[src/rtl/ysyx_20020207_fetch_queue.sv]
`default_nettype none
// ============================================================================
// Module   : ysyx_20020207_fetch_queue
// Purpose  : Multi-cycle instruction fetch stage. Owns the PC, issues
//            pipelined requests on a valid/ready memory port, buffers
//            in-order responses with their PC in a FIFO and hands them to
//            decode over valid/ready. Handles jump redirects by discarding
//            stale in-flight fetches and raises a sticky halt once an ebreak
//            has been consumed.
// Ports    : clock, reset (sync, active-low)
//            req_valid/req_ready/req_addr      - fetch request port
//            rsp_valid/rsp_data                - in-order fetch responses
//            jump/upc                          - redirect from EXU
//            inst_valid/inst_ready/inst/inst_pc - instruction to IDU
//            halt                              - sticky halt after ebreak
// Options  : FETCH_BYPASS_EN - when defined, a response arriving while the
//            FIFO is empty (and not being dropped) is presented to decode in
//            the same cycle and, if accepted, never written to the FIFO.
// Revision : 1.0 - initial release
// ============================================================================
module ysyx_20020207_fetch_queue #(
    parameter int              XLEN     = 32,
    parameter logic [XLEN-1:0] RESET_PC = 32'h8000_0000,
    parameter int              DEPTH    = 2
) (
    input  logic            clock,
    input  logic            reset,
    output logic            req_valid,
    input  logic            req_ready,
    output logic [XLEN-1:0] req_addr,
    input  logic            rsp_valid,
    input  logic [XLEN-1:0] rsp_data,
    input  logic            jump,
    input  logic [XLEN-1:0] upc,
    output logic            inst_valid,
    input  logic            inst_ready,
    output logic [XLEN-1:0] inst,
    output logic [XLEN-1:0] inst_pc,
    output logic            halt
);

    localparam int              c_PTR_W   = $clog2(DEPTH);
    localparam int              c_CNT_W   = $clog2(DEPTH + 1);
    localparam logic [c_CNT_W:0] c_CREDITS = (c_CNT_W + 1)'(DEPTH);
    localparam logic [XLEN-1:0] c_EBREAK  = XLEN'(32'h0010_0073);
    localparam logic [XLEN-1:0] c_PC_STEP = XLEN'(4);
    localparam logic [c_PTR_W-1:0] c_PTR_ONE = c_PTR_W'(1);
    localparam logic [c_CNT_W-1:0] c_CNT_ONE = c_CNT_W'(1);

    // ------------------------------------------------------------------
    // State
    // ------------------------------------------------------------------
    logic [XLEN-1:0]    r_pc;
    logic [XLEN-1:0]    r_fifo_pc   [DEPTH];
    logic [XLEN-1:0]    r_fifo_inst [DEPTH];
    logic [c_PTR_W-1:0] r_rd_ptr;
    logic [c_PTR_W-1:0] r_wr_ptr;
    logic [c_CNT_W-1:0] r_count;
    logic [c_CNT_W-1:0] r_outstanding;
    logic [c_CNT_W-1:0] r_drop;
    // PC of every request in flight, popped in order as responses return
    logic [XLEN-1:0]    r_tag       [DEPTH];
    logic [c_PTR_W-1:0] r_tag_rd;
    logic [c_PTR_W-1:0] r_tag_wr;
    logic               r_halt;

    // ------------------------------------------------------------------
    // Combinational control
    // ------------------------------------------------------------------
    logic               w_credit;
    logic [c_CNT_W:0]   w_in_use;
    logic               w_req_fire;
    logic               w_fifo_empty;
    logic               w_rsp_drop;
    logic               w_rsp_keep;
    logic               w_bypass;
    logic               w_consume;
    logic               w_pop;
    logic               w_push;
    logic [c_CNT_W-1:0] w_outstanding_nxt;

    // In-flight plus buffered fetches never exceed DEPTH, which guarantees
    // every returning response has a FIFO slot (no backpressure needed).
    assign w_in_use  = {1'b0, r_outstanding} + {1'b0, r_count};
    assign w_credit  = (w_in_use < c_CREDITS);

    // Outputs are qualified with reset so the reset cycle itself is quiet.
    assign req_valid = reset & ~r_halt & w_credit;
    assign req_addr  = reset ? r_pc : RESET_PC;
    assign halt      = r_halt;

    assign w_req_fire   = req_valid & req_ready;
    assign w_fifo_empty = (r_count == '0);
    assign w_rsp_drop   = rsp_valid & (r_drop != '0);
    assign w_rsp_keep   = rsp_valid & (r_drop == '0);

`ifdef FETCH_BYPASS_EN
    assign w_bypass = w_rsp_keep & w_fifo_empty;
`else
    assign w_bypass = 1'b0;
`endif

    always_comb begin
        inst_valid = 1'b0;
        inst       = '0;
        inst_pc    = '0;
        if (reset) begin
            if (!w_fifo_empty) begin
                inst_valid = 1'b1;
                inst       = r_fifo_inst[r_rd_ptr];
                inst_pc    = r_fifo_pc[r_rd_ptr];
            end else if (w_bypass) begin
                inst_valid = 1'b1;
                inst       = rsp_data;
                inst_pc    = r_tag[r_tag_rd];
            end
        end
    end

    assign w_consume = inst_valid & inst_ready;
    assign w_pop     = w_consume & ~w_fifo_empty;
    // A kept response is buffered unless decode takes it straight from the
    // bypass path, or a jump flushes the FIFO in this very cycle anyway.
    assign w_push    = w_rsp_keep & ~(w_bypass & inst_ready) & ~jump;

    assign w_outstanding_nxt = r_outstanding
                             + (w_req_fire ? c_CNT_ONE : '0)
                             - (rsp_valid  ? c_CNT_ONE : '0);

    // ------------------------------------------------------------------
    // Control registers
    // ------------------------------------------------------------------
    always_ff @(posedge clock) begin
        if (!reset) begin
            r_pc          <= RESET_PC;
            r_rd_ptr      <= '0;
            r_wr_ptr      <= '0;
            r_count       <= '0;
            r_outstanding <= '0;
            r_drop        <= '0;
            r_tag_rd      <= '0;
            r_tag_wr      <= '0;
            r_halt        <= 1'b0;
        end else begin
            r_outstanding <= w_outstanding_nxt;

            if (w_req_fire) begin
                r_tag_wr <= r_tag_wr + c_PTR_ONE;
            end
            if (rsp_valid) begin
                r_tag_rd <= r_tag_rd + c_PTR_ONE;
            end

            // ebreak retires even when a jump lands in the same cycle
            if (w_consume && (inst == c_EBREAK)) begin
                r_halt <= 1'b1;
            end

            if (jump) begin
                // Every fetch still in flight after this edge (including one
                // accepted now, which carried the old PC) is stale.
                r_pc     <= upc;
                r_rd_ptr <= '0;
                r_wr_ptr <= '0;
                r_count  <= '0;
                r_drop   <= w_outstanding_nxt;
            end else begin
                if (w_req_fire) begin
                    r_pc <= r_pc + c_PC_STEP;
                end
                if (w_push) begin
                    r_wr_ptr <= r_wr_ptr + c_PTR_ONE;
                end
                if (w_pop) begin
                    r_rd_ptr <= r_rd_ptr + c_PTR_ONE;
                end
                r_count <= r_count
                         + (w_push ? c_CNT_ONE : '0)
                         - (w_pop  ? c_CNT_ONE : '0);
                if (w_rsp_drop) begin
                    r_drop <= r_drop - c_CNT_ONE;
                end
            end
        end
    end

    // ------------------------------------------------------------------
    // Storage arrays: contents are only observed through the counters and
    // pointers above, so they need no reset.
    // ------------------------------------------------------------------
    always_ff @(posedge clock) begin
        if (w_req_fire) begin
            r_tag[r_tag_wr] <= r_pc;
        end
        if (w_push) begin
            r_fifo_pc[r_wr_ptr]   <= r_tag[r_tag_rd];
            r_fifo_inst[r_wr_ptr] <= rsp_data;
        end
    end

    // A response with nothing outstanding means the memory side broke the
    // request/response ordering contract.
    always_ff @(posedge clock) begin
        if (reset && rsp_valid) begin
            a_rsp_has_request: assert (r_outstanding != '0);
        end
    end

endmodule
`default_nettype wire

[config.mk]
export PLATFORM = sky130hd
export DESIGN_NAME = ysyx_20020207_fetch_queue
export DESIGN_NICKNAME = d
export VERILOG_FILES = /design/src/rtl/ysyx_20020207_fetch_queue.sv
export SDC_FILE = /design/constraint.sdc
export NUM_CORES = 1
export LEC_CHECK = 0
export ABC_AREA = 0
export ABC_CLOCK_PERIOD_IN_PS = 5500
export BUFFER_PORTS_ARGS = -buffer_cell sky130_fd_sc_hd__buf_2
export CORE_UTILIZATION = 40
export DETAILED_ROUTE_END_ITERATION = 6
export PLACE_DENSITY = 0.69
export SETUP_SLACK_MARGIN = 0.5
export SLEW_MARGIN = 20
export SYNTH_ARGS = -nofsm -noshare
export SYNTH_HDL_FRONTEND = slang
export SYNTH_SLANG_ARGS = --single-unit
[constraint.sdc]
create_clock -name clock -period 5.5 [get_ports clock]
set_input_delay 0.275 -clock clock [delete_from_list [all_inputs] [get_ports clock]]
set_output_delay 0.275 -clock clock [all_outputs]
set_load 0.01 [all_outputs]
# Yosys cells after proc, flatten, opt, wreduce, memory -nomap -nowiden
# Memories as Yosys holds them, arrays and structs flattened. A register that Yosys moved wholly into a read port is not among the register bits.
# Index checks and enable logic that the tools add are counted.
# Widths: inputs -> output; s select.
word_totals:
  mem_count: 3
  output_inout_bits: 99
  regBits: 43
  latch_bits: 0
  inputBits: 70
  ramBits: 192
  rom_bits: 0
  wordCells: 69
mem_list:
  columns: ["memory", "depth", "width", "read_ports", "rd_clocked_by_memory_dff", "write_ports", "line_no", "text"]
  rows:
  - ["r_fifo_inst", 2, 32, 1, 1, 1, "55", "logic [XLEN-1:0] r_fifo_inst [DEPTH];"]
  - ["r_fifo_pc", 2, 32, 1, 1, 1, "54", "logic [XLEN-1:0] r_fifo_pc [DEPTH];"]
  - ["r_tag", 2, 32, 1, 1, 1, "62", "logic [XLEN-1:0] r_tag [DEPTH];"]
classes:
  n_eq_ne: 1
  multipliers: 0
  div: 0
  n_bitwise: 12
  reduce_logical: 7
  n_shift: 0
  muxes: 25
  magnitude_cmp: 1
  addsub: 11
op_table:
  columns: ["cell", "count"]
  rows:
  - ["$mux 32", 7]
  - ["$add 32x3->32 const B", 1]
  - ["$eq 32x21->1 const B", 1]
  - ["$mux 1", 16]
  - ["$and 1x1->1", 8]
  - ["$reduce_bool 2->1", 3]
  - ["$add 1x1->1 const B", 4]
  - ["$add 2x1->2", 2]
  - ["$logic_not 2->1", 2]
  - ["$mux 2", 2]
  - ["$not 1->1", 4]
  - ["$sub 2x1->2", 2]
  - ["$add 2x2->3", 1]
  - ["$lt 3x2->1 const B", 1]
  - ["$reduce_or 2->1", 1]
  - ["$sub 2x1->2 const B", 1]
  - ["$logic_and 1x1->1", 1]

# Longest topological paths before layout
logic_depth:
  word_depth: 8
  depth_mapped: 11
  ltp_nobuf: 11

# Least setup slack after synthesis
# Ideal clock, no wire load.
synth_timing:
  path_type: "input-to-reg"
  from: "input jump"
  to: "memory r_fifo_inst[0][0], enable pin"
  stages: 4
  arrival_ps: 3468
  path_buffers: 1
  required_ps: 5013
  setup_time_ps: 487
  setup_slack_ps: 1546
  path_cell_list: "inv_1 clkbuf_1 nand3_1 nor2_1"
synth_between:
  elab_chain_cells: 4
synth_rtl:
  columns: ["element", "line_no", "text"]
  rows:
  - ["from (decl)", "33", "input logic jump,"]
  - ["$not 1->1", "124", "assign w_push = w_rsp_keep & ~(w_bypass & inst_ready) & ~jump;"]
  - ["$and 1x1->1", "124", null]
  - ["$mux 1", "195", "if (w_push) begin"]
  - ["$mux 1 (implied by the code)", "197", "r_fifo_inst[r_wr_ptr] <= rsp_data;"]
  - ["to (decl)", "55", null]
# Every way passes these cells.

# Worst setup path after layout
layout_timing:
  from: "register r_count[0]"
  to: "memory r_tag[0][28], enable pin"
layout_between:
  elab_chain_cells: 6
layout_rtl:
  columns: ["element", "line_no", "text"]
  rows:
  - ["from (decl)", "58", "logic [c_CNT_W-1:0] r_count;"]
  - ["from (signal assigned)", "177", "r_count <= r_count"]
  - ["$add 2x2->3", "84", "assign w_in_use = {1'b0, r_outstanding} + {1'b0, r_count};"]
  - ["$lt 3x2->1", "85", "assign w_credit = (w_in_use < c_CREDITS);"]
  - ["$and 1x1->1", "88", "assign req_valid = reset & ~r_halt & w_credit;"]
  - ["$and 1x1->1", "92", "assign w_req_fire = req_valid & req_ready;"]
  - ["$mux 1", "192", "if (w_req_fire) begin"]
  - ["$mux 1 (implied by the code)", "193", "r_tag[r_tag_wr] <= r_pc;"]
  - ["to (decl)", "62", null]
# Every way passes these cells.

==> results.toml <==
[outcome]
status = "complete, no violations"

[critical_path]
worstSetupStartpoint = "r_count[0]"
critPathLaunchType = "flop"
critPathMaxFanout = 32
arrival_time_of_the_worst_setup_path_ps = 3270
endpoint_kind = "flop"
worstRegToRegCells = 6
r2r-start = "r_count[0]"
cp-endpoint = "r_tag[0][28]"
setup.worst_path.class = "flop to flop"
required_ps = 5620
r2r_setup_slack_ps = 2350
critical_path.reg2reg.endpoint = "r_tag[0][28]"

[timing]
period_needed_ps = 3150
setup_viol_count_final = 0
unrepaired_setup_endpoints_after_global_routing = "no"
tightestPinTransition_ps = 1030
drv_slew = 0
timing.max_slew.rel_slack_pct = 31.1
fin_setup_tns_ps = 0
finalCritPeriodShare_pct = 57.3
final-hold-violation-count = 0
max_freq_mhz = 317
finClkSkew_ps = 15.4
setup_ws_ps = 2350

[logic_synthesis]
post_synth_top_flop = "sky130_fd_sc_hd__edfxtp_1"
number_of_warnings_printed_during_yosys_synthesis = 0
post_synth.cell_area_avg_sq_um = 13.7
synth-seq-area-share_pct = 68.1
syn_nets = 790
synth-edff-count = 192
library_cell_with_the_largest_summed_area_after_synthesis = "sky130_fd_sc_hd__edfxtp_1"
ys_ff_latch = 237
synth_async_reset_ratio_pct = 0
ys_top_cells_by_area = "sky130_fd_sc_hd__edfxtp_1 59%, sky130_fd_sc_hd__dfxtp_1 9.2%, sky130_fd_sc_hd__mux2i_1 6.7%"
synth_top_area_share_pct = 58.9
synthesis.area_sq_um = 9790
synth_cell_type_count = 40
synthesis.instances = 713

[power_and_ir_drop]
cell_internal_pwr_w = 0.00323
p_seq_share_pct = 51.6
power_density_nw_per_um2 = 341
power_switching_share_pct = 21.8
clkPwrFrac_pct = 40.6
p_leak_nw = 4.44
share_comb_of_total_power_pct = 7.8
vdd_ir_drop_max_uv = 166
switching_power_w = 0.000899

[route]
antenna_left = 0
route.detailed.vias_per_inst = 4.85
wl_per_cell_microns = 16.5
routed_wl_mm = 20.6
remaining_drc_errors = 0
detailedRoute.firstPassIterationCount = 4
via_count = 6037
detailedRoute.firstIterationViolations = 308

[die]
design.core.area_sq_um = 23800
die_width_microns = 158
number_of_rows_in_the_core_area = 56
chip_height_microns = 158
io_pins = 169
floorplan.initialDensity_pct = 41.2
die_footprint_sq_um = 25100

[grt]
grt_start_max_net_pins = 67
total_routing_usage_gr_pct = 16.3
wire_length_of_the_first_global_routing_pass_mm = 31.2
vias_in_the_first_global_route = 5850
grt-ovfl-total = 0
grt_antenna_before_repair = 0

[cells_and_area]
ratio_of_cells_with_drive_above_1_in_the_final_layout_pct = 27.4
final_net_count = 985
stdcell_count = 1246
insertedDiodeCount = 0
design_area_sq_um = 12100
area_delta_synth_final_pct = 23.7
filler_cell_count = 2020

[cts]
clock_slew_at_the_register_clock_pins_of_the_worst_setup_and_hold_paths_ps = 60
h-tree-depth = 1
cts_root_buf = "sky130_fd_sc_hd__clkbuf_16"
clockBufferDepth = 3
cts_num_sinks = 237
post_cts_resize_count = 0
cts_tree = "yes"
clkLatencyLatePin_ps = 510
cts_made_buffers = 25

[placement]
dp_cells = 1168
placed_instance_area_sq_um = 11000
place.port_buffers = 168
detailedPlace.worstSlack_ps = 2310
hpwl_mm = 13.1
finalWeightedCongestion = 0.734

[worst_hold_path]
worstHoldPathType = "input pin to flop"

[run]
maxCapViolCount = 0
==> per-layer routing <==
| layer | part of all wire, % | track usage (%) | routed length [microns] | vias up |
|---|---|---|---|---|
| met4 | 1.9 | 4.67 | 389 | 0 |
| met3 | 5.3 | 2.18 | 1080 | 26 |
| li1 | - | - | - | 2985 |
| met5 | 0 | 0 | 0 | - |
| met2 | 50 | 28.8 | 10300 | 142 |
| met1 | 43 | 20.7 | 8890 | 2884 |
==> cells by family (layout without fill, tap and decap cells) <==
| kind of cell | count (synthesis) | count (layout) | synth area share (%) |
|---|---|---|---|
| xor gates and xnor gates | 36 | 36 | 3.22 |
| muxes | 98 | 98 | 10.4 |
| adders and majority gates | 7 | 7 | 0.971 |
| and+or+nand+nor | 217 | 217 | 11.5 |
| AOI/OAI and AO/OA | 65 | 65 | 3.60 |
| DFF | 237 | 237 | 68.1 |
| buffers and inverters | 53 | 267 | 2.16 |
==> placed cells by master, fill, tap and decap left out, types with 2 or more instances in the layout <==
master	Yosys	routed
sky130_fd_sc_hd__a21oi_1	28	28
sky130_fd_sc_hd__xor2_1	9	9
sky130_fd_sc_hd__and2_1	43	43
sky130_fd_sc_hd__mux2_2	32	32
sky130_fd_sc_hd__nand2_1	22	22
sky130_fd_sc_hd__nand2b_1	4	4
sky130_fd_sc_hd__and4_1	4	4
sky130_fd_sc_hd__dfxtp_1	45	43
sky130_fd_sc_hd__nand4_1	10	10
sky130_fd_sc_hd__nor4b_1	2	2
sky130_fd_sc_hd__buf_2	4	168
sky130_fd_sc_hd__edfxtp_1	192	192
sky130_fd_sc_hd__ha_1	6	6
sky130_fd_sc_hd__dlygate4sd3_1	0	32
sky130_fd_sc_hd__nor2b_1	3	3
sky130_fd_sc_hd__clkbuf_1	28	6
sky130_fd_sc_hd__xnor2_1	27	27
sky130_fd_sc_hd__nor3_1	16	16
sky130_fd_sc_hd__buf_4	0	6
sky130_fd_sc_hd__inv_1	15	15
sky130_fd_sc_hd__mux2i_1	66	66
sky130_fd_sc_hd__o21ai_0	30	29
sky130_fd_sc_hd__nand3_1	9	9
sky130_fd_sc_hd__nor4_4	2	2
sky130_fd_sc_hd__clkbuf_16	0	25
sky130_fd_sc_hd__bufinv_16	0	3
sky130_fd_sc_hd__clkbuf_8	0	3
sky130_fd_sc_hd__nor2_1	83	80
sky130_fd_sc_hd__clkinv_4	0	2
sky130_fd_sc_hd__clkinv_2	0	3
sky130_fd_sc_hd__nor4_1	10	10
sky130_fd_sc_hd__nor2_4	0	3
sky130_fd_sc_hd__and3_1	4	3
sky130_fd_sc_hd__clkinv_1	0	3
==> worst min-delay path by stage <==
| stage | startpoint | end | slack [ps] | cells after the start |
|---|---|---|---|---|
| 6_report | upc[0] | r_pc[0] | 30 | 3 |
| 2_1_floorplan | rsp_data[0] | r_fifo_inst[0][0] | 370 | 0 |
| 3_5_place_dp | r_pc[1] | r_tag[1][1] | 470 | 0 |
| 4_1_cts | upc[0] | r_pc[0] | 5 | 3 |
| 3_3_place_gp | rsp_data[0] | r_fifo_inst[0][0] | 460 | 1 |
| 5_1_grt | upc[5] | r_pc[5] | 30 | 3 |
==> state kept, by name (all words and copies together) (netlist names), named ones only <==
| name | cells |
|---|---|
| r_fifo_pc | 64 |
| r_outstanding | 2 |
| r_tag_wr | 1 |
| r_pc | 32 |
| r_fifo_inst | 64 |
| r_wr_ptr | 1 |
| halt | 1 |
| r_drop | 2 |
| r_tag | 64 |
| r_tag_rd | 1 |
| r_rd_ptr | 1 |
| r_count | 2 |
==> worst max-delay path, stage by stage (launching register included) <==
cell                      delay, ps
sky130_fd_sc_hd__dfxtp_1        410
sky130_fd_sc_hd__and2_1         170
sky130_fd_sc_hd__fa_1           410
sky130_fd_sc_hd__or4b_4         570
sky130_fd_sc_hd__inv_1          150
sky130_fd_sc_hd__nand2_1        210
sky130_fd_sc_hd__nor2_4         830
==> cell usage after synthesis, types with 10 or more instances <==
master	count
sky130_fd_sc_hd__edfxtp_1	192
sky130_fd_sc_hd__nor2_1	83
sky130_fd_sc_hd__mux2i_1	66
sky130_fd_sc_hd__dfxtp_1	45
sky130_fd_sc_hd__and2_1	43
sky130_fd_sc_hd__mux2_2	32
sky130_fd_sc_hd__o21ai_0	30
sky130_fd_sc_hd__a21oi_1	28
sky130_fd_sc_hd__clkbuf_1	28
sky130_fd_sc_hd__xnor2_1	27
sky130_fd_sc_hd__nand2_1	22
sky130_fd_sc_hd__nor3_1	16
sky130_fd_sc_hd__inv_1	15
sky130_fd_sc_hd__nand4_1	10
sky130_fd_sc_hd__nor4_1	10
==> cell type report <==
cell class                      instances  area [sq um]  share of cell area (%)
Inverter                               15          56.3                   0.465
Timing Repair Buffer                  206          1210                    9.96
Tap cell                              319           399                    3.30
Sequential cell                       237          6670                    55.1
Clock buffer                           34           689                    5.69
Multi-Input combinational cell        423          2950                    24.3
Clock inverter                         12           143                    1.18
==> timing repair <==
action                     in CTS  in global routing
hold buffers                   32                  0
setup buffers                   0                  0
setup endpoints to repair       0                  0
hold endpoints to repair       64                  0
==> stage by stage <==
step                util, %  total power (W)  hold slack (ps)
floorplan                 -          0.00236              374
global placement       46.1          0.00247              464
detailed placement     46.1          0.00248              467
CTS                    51.0          0.00418             5.23
global route           51.0          0.00429             27.6
finish                 51.0          0.00413             29.1
==> power by group through the flow <==
stage / clock network [W] / registers, W / logic [W]
after global placement: 0 / 0.00216 / 0.000302
after global routing: 0.00179 / 0.00214 / 0.000361
final: 0.00168 / 0.00213 / 0.000323
after detailed placement: 0 / 0.00217 / 0.000310
after CTS: 0.00171 / 0.00213 / 0.000330
after floorplan: 0 / 0.00215 / 0.000210
Power figures use the tool's default switching activity.
